`src/rtl/pit_pkg.sv`:
```
`default_nettype none
// ============================================================================
// Module      : pit_pkg
// Description : Shared constants for the multi-channel interval timer:
//               write field selects and CTRL bit positions.
// Revision    : 1.0 - initial release
// ============================================================================
package pit_pkg;

    // Field select encodings on wr_sel (3 is reserved and ignored)
    localparam logic [1:0] SEL_RELOAD = 2'd0;
    localparam logic [1:0] SEL_PRESC  = 2'd1;
    localparam logic [1:0] SEL_CTRL   = 2'd2;

    // CTRL register bit positions
    localparam int CTRL_EN       = 0;
    localparam int CTRL_PERIODIC = 1;
    localparam int CTRL_IRQ_EN   = 2;
    localparam int CTRL_W        = 3;

endpackage : pit_pkg
`default_nettype wire

```
`src/rtl/pit_channel.sv`:
```
`default_nettype none
// ============================================================================
// Module      : pit_channel
// Description : One down-counting timer channel with reload, prescaler,
//               one-shot/periodic mode and a sticky interrupt flag.
// Revision    : 1.0 - initial release
// ============================================================================
module pit_channel
    import pit_pkg::*;
#(
    parameter int CNT_W   = 16,
    parameter int PRESC_W = 8
) (
    input  logic             clk,
    input  logic             reset,
    input  logic             wr_reload_i,
    input  logic             wr_presc_i,
    input  logic             wr_ctrl_i,
    input  logic [CNT_W-1:0] wr_data_i,
    input  logic             irq_ack_i,
    output logic [CNT_W-1:0] count_o,
    output logic             running_o,
    output logic             pending_o
);

    logic [CNT_W-1:0]   reload_q,    reload_d;
    logic [PRESC_W-1:0] presc_q,     presc_d;
    logic [CTRL_W-1:0]  ctrl_q,      ctrl_d;
    logic [CNT_W-1:0]   count_q,     count_d;
    logic [PRESC_W-1:0] presc_cnt_q, presc_cnt_d;
    logic               pending_q,   pending_d;

    logic w_tick;
    logic w_expire;

    // A tick happens when the prescaler has reached its terminal value;
    // a tick on a zero count is an expiry (the counter never wraps).
    assign w_tick   = ctrl_q[CTRL_EN] && (presc_cnt_q == presc_q);
    assign w_expire = w_tick && (count_q == '0);

    // Next-state: counting first, then a CTRL write overrides reload/stop,
    // while an expiry in the same cycle still raises pending.
    always_comb begin
        reload_d    = wr_reload_i ? wr_data_i : reload_q;
        presc_d     = wr_presc_i ? wr_data_i[PRESC_W-1:0] : presc_q;
        ctrl_d      = ctrl_q;
        count_d     = count_q;
        presc_cnt_d = presc_cnt_q;
        pending_d   = pending_q;

        if (ctrl_q[CTRL_EN]) begin
            presc_cnt_d = w_tick ? '0 : presc_cnt_q + PRESC_W'(1);
            if (w_tick) begin
                if (!w_expire) begin
                    count_d = count_q - CNT_W'(1);
                end else if (ctrl_q[CTRL_PERIODIC]) begin
                    // Uses the reload value held before any same-cycle write
                    count_d = reload_q;
                end else begin
                    ctrl_d[CTRL_EN] = 1'b0;
                end
            end
        end

        if (wr_ctrl_i) begin
            ctrl_d = wr_data_i[CTRL_W-1:0];
            if (wr_data_i[CTRL_EN]) begin
                count_d     = reload_q;
                presc_cnt_d = '0;
            end else begin
                count_d     = count_q;
                presc_cnt_d = presc_cnt_q;
            end
        end

        if (w_expire && ctrl_q[CTRL_IRQ_EN]) begin
            pending_d = 1'b1;
        end else if (irq_ack_i) begin
            pending_d = 1'b0;
        end
    end

    // Channel state registers, cleared asynchronously
    always_ff @(posedge clk or posedge reset) begin
        if (reset) begin
            reload_q    <= '0;
            presc_q     <= '0;
            ctrl_q      <= '0;
            count_q     <= '0;
            presc_cnt_q <= '0;
            pending_q   <= 1'b0;
        end else begin
            reload_q    <= reload_d;
            presc_q     <= presc_d;
            ctrl_q      <= ctrl_d;
            count_q     <= count_d;
            presc_cnt_q <= presc_cnt_d;
            pending_q   <= pending_d;
        end
    end

    assign count_o   = count_q;
    assign running_o = ctrl_q[CTRL_EN];
    assign pending_o = pending_q;

endmodule : pit_channel
`default_nettype wire

```
`src/rtl/multi_pit.sv`:
```
`default_nettype none
// ============================================================================
// Module      : multi_pit
// Description : NUM_CH independent programmable interval timers behind one
//               write port, with count readback mux and a combined irq.
// Revision    : 1.0 - initial release
// ============================================================================
module multi_pit
    import pit_pkg::*;
#(
    parameter  int NUM_CH  = 4,
    parameter  int CNT_W   = 16,
    parameter  int PRESC_W = 8,
    localparam int CH_W    = (NUM_CH > 1) ? $clog2(NUM_CH) : 1
) (
    input  logic              clk,
    input  logic              reset,
    input  logic              wr_en,
    input  logic [CH_W-1:0]   wr_ch,
    input  logic [1:0]        wr_sel,
    input  logic [CNT_W-1:0]  wr_data,
    input  logic [NUM_CH-1:0] irq_ack,
    input  logic [CH_W-1:0]   rd_ch,
    output logic [CNT_W-1:0]  rd_count,
    output logic [NUM_CH-1:0] running,
    output logic [NUM_CH-1:0] irq_pending,
    output logic              irq
);

    logic [NUM_CH-1:0] w_hit;
    logic [NUM_CH-1:0] w_wr_reload;
    logic [NUM_CH-1:0] w_wr_presc;
    logic [NUM_CH-1:0] w_wr_ctrl;
    logic [CNT_W-1:0]  w_count [NUM_CH];
    logic              irq_q;

    // Channel indices beyond NUM_CH-1 match no instance, so such writes
    // fall away; wr_sel=3 matches none of the field strobes.
    for (genvar i = 0; i < NUM_CH; i++) begin : g_ch
        assign w_hit[i]       = wr_en && (wr_ch == CH_W'(i));
        assign w_wr_reload[i] = w_hit[i] && (wr_sel == SEL_RELOAD);
        assign w_wr_presc[i]  = w_hit[i] && (wr_sel == SEL_PRESC);
        assign w_wr_ctrl[i]   = w_hit[i] && (wr_sel == SEL_CTRL);

        pit_channel #(
            .CNT_W   (CNT_W),
            .PRESC_W (PRESC_W)
        ) u_ch (
            .clk         (clk),
            .reset       (reset),
            .wr_reload_i (w_wr_reload[i]),
            .wr_presc_i  (w_wr_presc[i]),
            .wr_ctrl_i   (w_wr_ctrl[i]),
            .wr_data_i   (wr_data),
            .irq_ack_i   (irq_ack[i]),
            .count_o     (w_count[i]),
            .running_o   (running[i]),
            .pending_o   (irq_pending[i])
        );
    end

    // Count readback mux; an out-of-range channel reads as zero
    always_comb begin
        rd_count = '0;
        for (int i = 0; i < NUM_CH; i++) begin
            if (rd_ch == CH_W'(i)) begin
                rd_count = w_count[i];
            end
        end
    end

    // Combined interrupt, registered one cycle behind the pending flags
    always_ff @(posedge clk or posedge reset) begin
        if (reset) begin
            irq_q <= 1'b0;
        end else begin
            irq_q <= |irq_pending;
        end
    end

    assign irq = irq_q;

endmodule : multi_pit
`default_nettype wire

```
`config.mk`:
```
export PLATFORM = sky130hd
export DESIGN_NAME = multi_pit
export DESIGN_NICKNAME = d
export VERILOG_FILES = /design/src/rtl/pit_pkg.sv /design/src/rtl/pit_channel.sv /design/src/rtl/multi_pit.sv
export SDC_FILE = /design/constraint.sdc
export NUM_CORES = 1
export LEC_CHECK = 0
export ABC_AREA = 1
export CAP_MARGIN = 20
export CORE_ASPECT_RATIO = 1.2
export CORE_UTILIZATION = 40
export DETAILED_ROUTE_END_ITERATION = 6
export PLACE_DENSITY = 0.58
export SYNTH_ARGS = -nofsm -noshare
export SYNTH_HDL_FRONTEND = slang
export SYNTH_SLANG_ARGS = --single-unit
export TNS_END_PERCENT = 5
```
`constraint.sdc`:
```
create_clock -name clk -period 6.88 [get_ports clk]
set_input_delay 1.376 -clock clk [delete_from_list [all_inputs] [get_ports clk]]
set_output_delay 1.376 -clock clk [all_outputs]
set_load 0.02 [all_outputs]
```
==> flow_summary.yaml, run 1 <==
clock_network:
  hold_buffers: 0
  cts_inserted_buffers: 25
  post_cts_buffers: 0
  cts_tree: "built"
  clock-sinks: 209
  htree_levels: 1
  insertion_delay_ns: 0.54
  clk_pin_slew_ns: 0.06
  cts_resized: 0
  cts_buffer_depth: 3
  root_buffer: "clkbuf_16"
critical_path:
  crit_type: "in -> out"
  cp.required_ns: 5.50
  cp_max_fo: 16
  arrival_ns: 3.98
  cp-end-kind: "output pin"
  r2r_cells: 11
  start_kind: "input port"
pwr:
  ir_drop_v: 0.000168
  finalPower_mw: 5.89
  p_comb_frac: 0.409
  p_int_mw: 3.45
  seqPwrFrac: 0.340
  p_leak_nw: 6.93
  clkPwrFrac: 0.251
  switching_power_mw: 2.44
  p_per_area_mw_per_mm2: 429
  netSwitchingFraction: 0.414
detailed_routing:
  vias: 10700
  dr.first_iter.drc_count: 698
  routed_via_density: 5.03
  totalWireLength_mm: 36.3
  drtPass1Iterations: 5
  ant_nets: 0
  post-route-drc-count: 0
  wl_per_cell_um: 17.0
synth:
  yosys_warnings: 0
  synth_adder_area_share: 0.0125
  yosys_register_bits: 209
  yosysTopAreaCell: "dfrtp_1"
  synth_cells: 1691
  synth_fp_nets: 1732
  synth_top_family_by_area: "simple AND/OR/NAND/NOR gates"
  synth.cell_area_mm2: 0.0120
  synth.area.top_cells: "dfrtp_1 43%, nand2_1 19%, inv_1 5.9%"
  ys.flop_type: "dfrtp_1"
  synth_area_per_cell_um2: 7.12
  muxShareOfSynthArea: 0
  synth.distinct_cells: 37
  synth_compound_area_frac: 0.0886
  ys_seq_area_frac: 0.435
  synthSimpleGateAreaFrac: 0.333
  async_flop_share: 1.00
  yosys.cell_count.top_type: "nand2_1"
  synth_common_cells: "599 x nand2_1, 209 x dfrtp_1, 189 x inv_1"
  synth_xor_xnor_area_share: 0.0408
  yosysTopAreaCellShare: 0.435
  synth_edf_count: 0
die:
  die_height_um: 192
  dieArea_mm2: 0.0308
  die_x_um: 160
  rows: 69
  core_mm2: 0.0296
  initial_core_util: 0.406
  ioPinCount: 54
global_routing:
  antenna_found_initial: 2
  grt_pass1_wl_mm: 58.1
  grt_max_degree: 150
  grt_pass1_vias: 10400
  grt_use_total: 0.243
  overflow: 0
placed_design:
  numPortBuffers: 53
  dp_cells: 2081
  postPlaceCellArea_mm2: 0.0128
  gp_congestion: 0.905
  dp_hpwl_mm: 25.5
  placement.setup.worst_slack_ns: 1.54
cells_and_area:
  drive_above_1_share: 0.0581
  filler_cell_count: 3011
  finalNonFillerCells: 2128
  areaGrowthSynthToFinish_pct: 14.1
  final_nets: 1761
  fin_area_mm2: 0.0137
  fin_util: 0.464
  n_antenna_cell: 0
timing:
  fin_tns_setup_ns: 0
  holdWs_ns: 0.480
  hold_viol_final: 0
  min_period_over_period: 0.779
  fmax_ghz: 0.187
  grt_setup_unrepaired: "false"
  tightestPinTransition_ns: 1.07
  drv_slew: 0
  skew_ns: 0.0178
  max_slew_margin: 0.285
  setup_slack_ns: 1.52
  setup_viol: 0
  min_period_ns: 5.36
outcome:
  outcome: "finished, final reports clean"
worst_hold_path:
  worstHoldPathCells: 2
  hold_path.class: "reg -> reg"
job:
  max-cap-violations: 0
cell usage in the layout, fill, tap and decap left out, drive strengths merged:
cell and count:
a21boi 1, a21oi 26, a221oi 2, a31oi 1
and3 1, buf 4, bufinv 5, clkbuf 30
clkdlybuf4s50 53, clkinv 7, clkinvlp 4, dfrtp 209
ha 12, inv 206, nand2 609, nand3 125
nand3b 13, nand4 25, nor2 151, nor2b 1
nor3 18, nor3b 8, o2111ai 4, o21a 2
o21ai 154, o22ai 8, o31ai 1, or2 2
xnor2 13, xor2 43
path summary, 6_finish.rpt:
kind / endpoint / startpoint / slack [ns]
hold reg to reg: g_ch[0].u_ch.count_o[14] / g_ch[0].u_ch.count_o[14] / 0.48
setup reg to reg: g_ch[1].u_ch.count_o[7] / g_ch[1].u_ch.count_o[0] / 4.23
min in group asynchronous: g_ch[2].u_ch.presc_cnt_q[4] / reset / 1.37
setup / recovery: rd_count[9] / rd_ch[1] / 1.52
hold / removal: g_ch[0].u_ch.count_o[14] / g_ch[0].u_ch.count_o[14] / 0.48
max in group asynchronous: g_ch[3].u_ch.count_o[9] / reset / 4.21
sequential cells by signal, indices dropped and copies added (netlist names):
name / count
g_ch.u_ch.count_o: 64
g_ch.u_ch.reload_q: 64
g_ch.u_ch.presc_cnt_q: 32
g_ch.u_ch.presc_q: 32
g_ch.u_ch.ctrl_q: 12
g_ch.u_ch.pending_o: 4
irq: 1
cells by family (layout without fill, tap and decap cells):
family	count (synthesis)	in the layout
AND/OR/NAND/NOR	953	953
adder cells (fa/ha/maj)	12	12
buffers and inverters	262	309
flip-flops	209	209
AO/OA/AOI/OAI	199	199
XOR/XNOR	56	56
power groups by stage:
stage	Sequential (mW)	Clock [mW]	Combinational [mW]
floorplan	1.86	0	1.91
global placement	2.01	0	2.37
detailed placement	2.01	0	2.40
CTS	1.99	1.50	2.41
global route	2.04	1.56	2.78
finish	2.00	1.48	2.41
critical path, stage by stage:
cell             delay, ns
clkdlybuf4s50_1       0.62
inv_1                 0.09
nor2_1                0.74
a221oi_1              0.32
o21ai_0               0.19
clkdlybuf4s50_1       0.64
metal layers:
metal	routed length (um)	GRT usage	vias to the layer above
li1	-	-	5382
met1	16200	0.316	5017
met2	17100	0.416	239
met3	1620	0.0279	71
met4	1330	0.0894	0
met5	0	0	-
cell type report:
class                   count  area [um2]  share of cell area
clock buffers              30         694              0.0506
inverters                 207         781              0.0568
multi-input cells        1220        5720               0.416
clock inverters            15         223              0.0162
flip-flops and latches    209        5230               0.381
repair buffers             57         601              0.0437
well taps                 390         488              0.0355
Note: power is estimated with default switching activity, not from simulation.
==> inputs of run 2 (changes only) <==
==> constraint.sdc (replaced) <==
create_clock -name clk -period 4.8 [get_ports clk]
set_input_delay 0.96 -clock clk [delete_from_list [all_inputs] [get_ports clk]]
set_output_delay 0.96 -clock clk [all_outputs]
set_load 0.02 [all_outputs]
==> run 2 against run 1 <==
Against the previous run: sequential power grew 43%; worst hold slack gained 0.00065 ns; highest routed layer unchanged; cell count is essentially flat; clock power grew 24%; worst setup slack lost 0.96 ns; combinational power grew 44%; final area shrank 0.79%; global-route usage shrank 0.40 points; power grew 38%; sequential share of layout area grew 0.30 points.
==> flow_summary.yaml, run 2 (synthesized netlist as in run 1, its figures left out) <==
cells_and_area:
  layout_commonest_cell: "nand2_1"
  n_antenna_cell: 0
  fin_util: 0.460
  drive_above_1_share: 0.0558
  filler_cell_count: 3022
  multi_input_area_mm2: 0.00572
  layout_common_cells: "599 x nand2_1, 209 x dfrtp_1, 188 x inv_1, 139 x nor2_1, 134 x o21ai_0"
  final_nets: 1764
  final-seq-area_mm2: 0.00523
  areaGrowthSynthToFinish_pct: 13.2
global_routing:
  antenna_found_initial: 1
  grt_pass1_wl_mm: 57.0
  grt_max_degree: 88
  grt_use_total: 0.239
  grt_pass1_vias: 10200
  overflow: 0
die:
  dieArea_mm2: 0.0308
  initial_core_util: 0.406
  die_x_um: 160
  die_height_um: 192
  rows: 69
  core_mm2: 0.0296
  ioPinCount: 54
timing:
  min_period_ns: 4.24
  max_slew_margin: 0.278
  fmax_ghz: 0.236
  setup_slack_ns: 0.563
  setup_viol: 0
  hold_viol_final: 0
  fin_tns_setup_ns: 0
  drv_slew: 0
  min_period_over_period: 0.883
  skew_ns: 0.0200
  grt_setup_unrepaired: "false"
  tightestPinTransition_ns: 1.08
  holdWs_ns: 0.481
detailed_routing:
  vias: 10700
  wl_per_cell_um: 16.8
  post-route-drc-count: 0
  routed_via_density: 5.04
  totalWireLength_mm: 35.8
  ant_nets: 0
  drtPass1Iterations: 5
  dr.first_iter.drc_count: 705
clock_network:
  clk_pin_slew_ns: 0.06
  root_buffer: "clkbuf_16"
  insertion_delay_ns: 0.54
  post_cts_buffers: 0
  cts_buffer_depth: 3
  cts_inserted_buffers: 24
  hold_buffers: 0
  clock-sinks: 209
  cts_resized: 0
  htree_levels: 1
  cts_tree: "built"
job:
  max-cap-violations: 0
critical_path:
  arrival_ns: 3.28
  crit_type: "in -> out"
  cp_max_fo: 9
  cp.required_ns: 3.84
  rrSetupSlack_ns: 2.04
  start_kind: "input port"
  cp-end-kind: "output pin"
placed_design:
  gp_congestion: 0.978
  dp_hpwl_mm: 25.6
  numPortBuffers: 53
  placement.setup.worst_slack_ns: 0.597
pwr:
  p_per_area_mw_per_mm2: 598
  p_leak_nw: 6.88
  ir_drop_v: 0.000213
worst_hold_path:
  hold_path.class: "reg -> reg"
outcome:
  outcome: "finished, final reports clean"
run 2: cell count changes in the layout (fill, tap and decap cells not counted):
| cell | change |
|---|---|
| bufinv_16 | -4 |
| clkbuf_16 | -1 |
| buf_4 | +4 |
| clkbuf_8 | +1 |
| clkinv_4 | -1 |
| buf_12 | +1 |
| buf_8 | -1 |
| clkinv_2 | -3 |
| clkbuf_1 | +3 |
run 2: metrics by stage:
stage          std cells  power (mW)  instance area, um2
3_5_place_dp        2086        6.31               12800
2_1_floorplan       1691        5.40               12000
6_report            2127        8.15               13600
4_1_cts             2126        8.18               13600
5_1_grt             2127        8.86               13600
3_3_place_gp        2086        6.28               12800
run 2: final timing paths:
kind,cells past startpoint,end,start
max,7,rd_count[6],rd_ch[1]
min,2,g_ch[0].u_ch.count_o[14],g_ch[0].u_ch.count_o[14]
max reg2reg,11,g_ch[1].u_ch.count_o[14],g_ch[1].u_ch.count_o[0]
min reg2reg,2,g_ch[0].u_ch.count_o[14],g_ch[0].u_ch.count_o[14]
max in group asynchronous,3,g_ch[3].u_ch.presc_cnt_q[1],reset
min in group asynchronous,2,g_ch[2].u_ch.presc_cnt_q[1],reset
run 2: power breakdown:
| part | switching, mW | internal [mW] | leakage (nW) |
|---|---|---|---|
| registers | 0.588 | 2.26 | 2.69 |
| logic | 2.08 | 1.39 | 3.82 |
| clock network | 0.766 | 1.06 | 0.372 |
| total | 3.44 | 4.71 | 6.88 |
run 2: layout make-up:
cell class                      instances  area share
Clock buffer                           33      0.0510
Clock inverter                          7     0.00578
Inverter                              207      0.0573
Multi-Input combinational cell       1220       0.420
Sequential cell                       209       0.384
Tap cell                              390      0.0358
Timing Repair Buffer                   61      0.0466
run 2: worst max-delay path, cell delays in order:
cell and delay [ns]:
clkdlybuf4s50_1 0.68, inv_1 0.10, nor2_1 0.38, buf_4 0.25, nand2_1 0.07, o2111ai_1 0.16, clkdlybuf4s50_1 0.68
run 2: metal layers:
layer | share of wire | vias to the layer above | GRT usage | routed length (um)
li1 | - | 5387 | - | -
met4 | 0.028 | 0 | 0.0747 | 1010
met2 | 0.48 | 243 | 0.410 | 17000
met3 | 0.049 | 51 | 0.0266 | 1740
met1 | 0.45 | 5041 | 0.316 | 16000
met5 | 0 | - | 0 | 0
==> inputs of run 3 (changes only) <==
--- a/config.mk
+++ b/config.mk
@@ -10,7 +10,7 @@
 export CORE_ASPECT_RATIO = 1.2
 export CORE_UTILIZATION = 40
 export DETAILED_ROUTE_END_ITERATION = 6
-export PLACE_DENSITY = 0.58
+export PLACE_DENSITY = 0.56
 export SYNTH_ARGS = -nofsm -noshare
 export SYNTH_HDL_FRONTEND = slang
 export SYNTH_SLANG_ARGS = --single-unit
==> constraint.sdc (replaced) <==
create_clock -name clk -period 5.3 [get_ports clk]
set_input_delay 1.06 -clock clk [delete_from_list [all_inputs] [get_ports clk]]
set_output_delay 1.06 -clock clk [all_outputs]
set_load 0.02 [all_outputs]
==> run 3 against run 2 <==
Against the previous run: worst hold slack better by 0.0026 ns; global-route usage about the same; power down 8.7%; critical path depth unchanged; cell count up 0.14%; critical endpoint is now rd_count[9].
==> flow_summary.yaml, run 3 (synthesized netlist as in run 1, its figures left out) <==
outcome:
  outcome: "finished, final reports clean"
critical_path:
  reg2reg_from: "g_ch[1].u_ch.count_o[0]"
  arrival_ns: 3.40
  slowest_stage: "clkdlybuf4s50_1"
  cp-end-kind: "output pin"
  rrSetupSlack_ns: 2.77
  cp_slowest_stage_delay_ns: 0.64
  r2r_end: "g_ch[1].u_ch.count_o[2]"
  crit_chain: "clkdlybuf4s50_1 -> inv_1 -> nand2_1 -> inv_1 -> a221oi_1 -> o21ai_0 -> clkdlybuf4s50_1"
  crit_type: "in -> out"
  r2r_cells: 11
  cp.required_ns: 4.24
  cp_max_fo: 10
  start_kind: "input port"
die:
  core_mm2: 0.0296
  initial_core_util: 0.406
  rows: 69
  die_height_um: 192
  ioPinCount: 54
  die_x_um: 160
  dieArea_mm2: 0.0308
worst_hold_path:
  hold_end: "g_ch[0].u_ch.reload_q[2]"
  hold_path.class: "reg -> reg"
  min_from: "g_ch[0].u_ch.reload_q[2]"
  worstHoldPathCells: 2
timing:
  hold_viol_final: 0
  skew_ns: 0.0235
  min_period_over_period: 0.841
  grt_setup_unrepaired: "false"
  tightestPinTransition_ns: 0.986
  fin_tns_setup_ns: 0
  drv_slew: 0
  min_period_ns: 4.46
  max_slew_margin: 0.341
  setup_viol: 0
  fmax_ghz: 0.224
cells_and_area:
  drive_above_1_share: 0.0563
  final_nets: 1765
  n_antenna_cell: 0
  areaGrowthSynthToFinish_pct: 13.5
  layout_common_cells: "599 x nand2_1, 209 x dfrtp_1, 188 x inv_1, 139 x nor2_1, 134 x o21ai_0"
  layout_commonest_cell: "nand2_1"
detailed_routing:
  post-route-drc-count: 0
  drtPass1Iterations: 5
  wl_per_cell_um: 16.8
  routed_via_density: 4.95
  totalWireLength_mm: 35.9
  vias: 10500
  dr.first_iter.drc_count: 740
  ant_nets: 0
clock_network:
  cts_inserted_buffers: 25
  clock-sinks: 209
  htree_levels: 1
  clk_pin_slew_ns: 0.05
  cts_tree: "built"
  root_buffer: "clkbuf_16"
  insertion_delay_ns: 0.54
  cts_resized: 0
  hold_buffers: 0
  cts_buffer_depth: 3
  post_cts_buffers: 0
placed_design:
  dp_hpwl_mm: 25.6
  gp_congestion: 0.897
  numPortBuffers: 53
global_routing:
  grt_pass1_vias: 10100
  grt_max_degree: 128
  grt_use_total: 0.239
  grt_pass1_wl_mm: 57.0
  overflow: 0
  antenna_found_initial: 1
pwr:
  p_leak_nw: 6.91
  ir_drop_v: 0.000236
  finalPower_mw: 7.44
  p_per_area_mw_per_mm2: 544
job:
  max-cap-violations: 0
==> run 3: cell type report <==
cell class	instances	area, um2
fillers	3033	15900
multi-input cells	1220	5720
flip-flops and latches	209	5230
inverters	207	781
clock buffers	34	699
repair buffers	61	651
well taps	390	488
clock inverters	9	97.6
==> run 3: worst max path at each step <==
stage               startpoint                      end  slack [ns]  depth (start not counted)
CTS                   rd_ch[1]              rd_count[9]        0.84                          7
detailed placement    rd_ch[1]              rd_count[9]        0.85                          7
floorplan                reset  g_ch[0].u_ch.count_o[0]        1.53                          1
global placement      rd_ch[1]              rd_count[9]        0.89                          7
finish                rd_ch[1]              rd_count[9]        0.84                          7
global route          rd_ch[1]              rd_count[9]        0.72                          7
==> run 3: report_power, final <==
part	internal, mW	switching, mW	leakage, nW
clock	1.01	0.693	0.395
sequential	2.05	0.532	2.69
combinational	1.25	1.90	3.83
==> run 3: critical path, delay by kind of cell <==
| kind | cells | cell delay (ns) |
|---|---|---|
| buffers and inverters | 4 | 1.51 |
| AO/OA/AOI/OAI | 2 | 0.55 |
| AND/OR/NAND/NOR | 1 | 0.27 |
==> run 3: metrics by stage <==
step / worst slack [ns] / hold WS, ns / utilization / cell area, um2 / instances
floorplan: 1.53 / 0.449 / - / 12000 / 1691
global route: 0.725 / 0.509 / 0.461 / 13700 / 2130
detailed placement: 0.850 / 0.473 / 0.432 / 12800 / 2084
finish: 0.843 / 0.483 / 0.461 / 13700 / 2130
global placement: 0.891 / 0.467 / 0.432 / 12800 / 2084
CTS: 0.839 / 0.488 / 0.459 / 13600 / 2127
==> run 3: layer usage <==
metal | track usage | part of all wire | wire length (um) | up-vias
met2 | 0.412 | 0.48 | 17100 | 224
met5 | 0 | 0 | 0 | -
li1 | - | - | - | 5381
met3 | 0.0307 | 0.042 | 1510 | 60
met1 | 0.306 | 0.44 | 15900 | 4870
met4 | 0.0919 | 0.037 | 1320 | 0
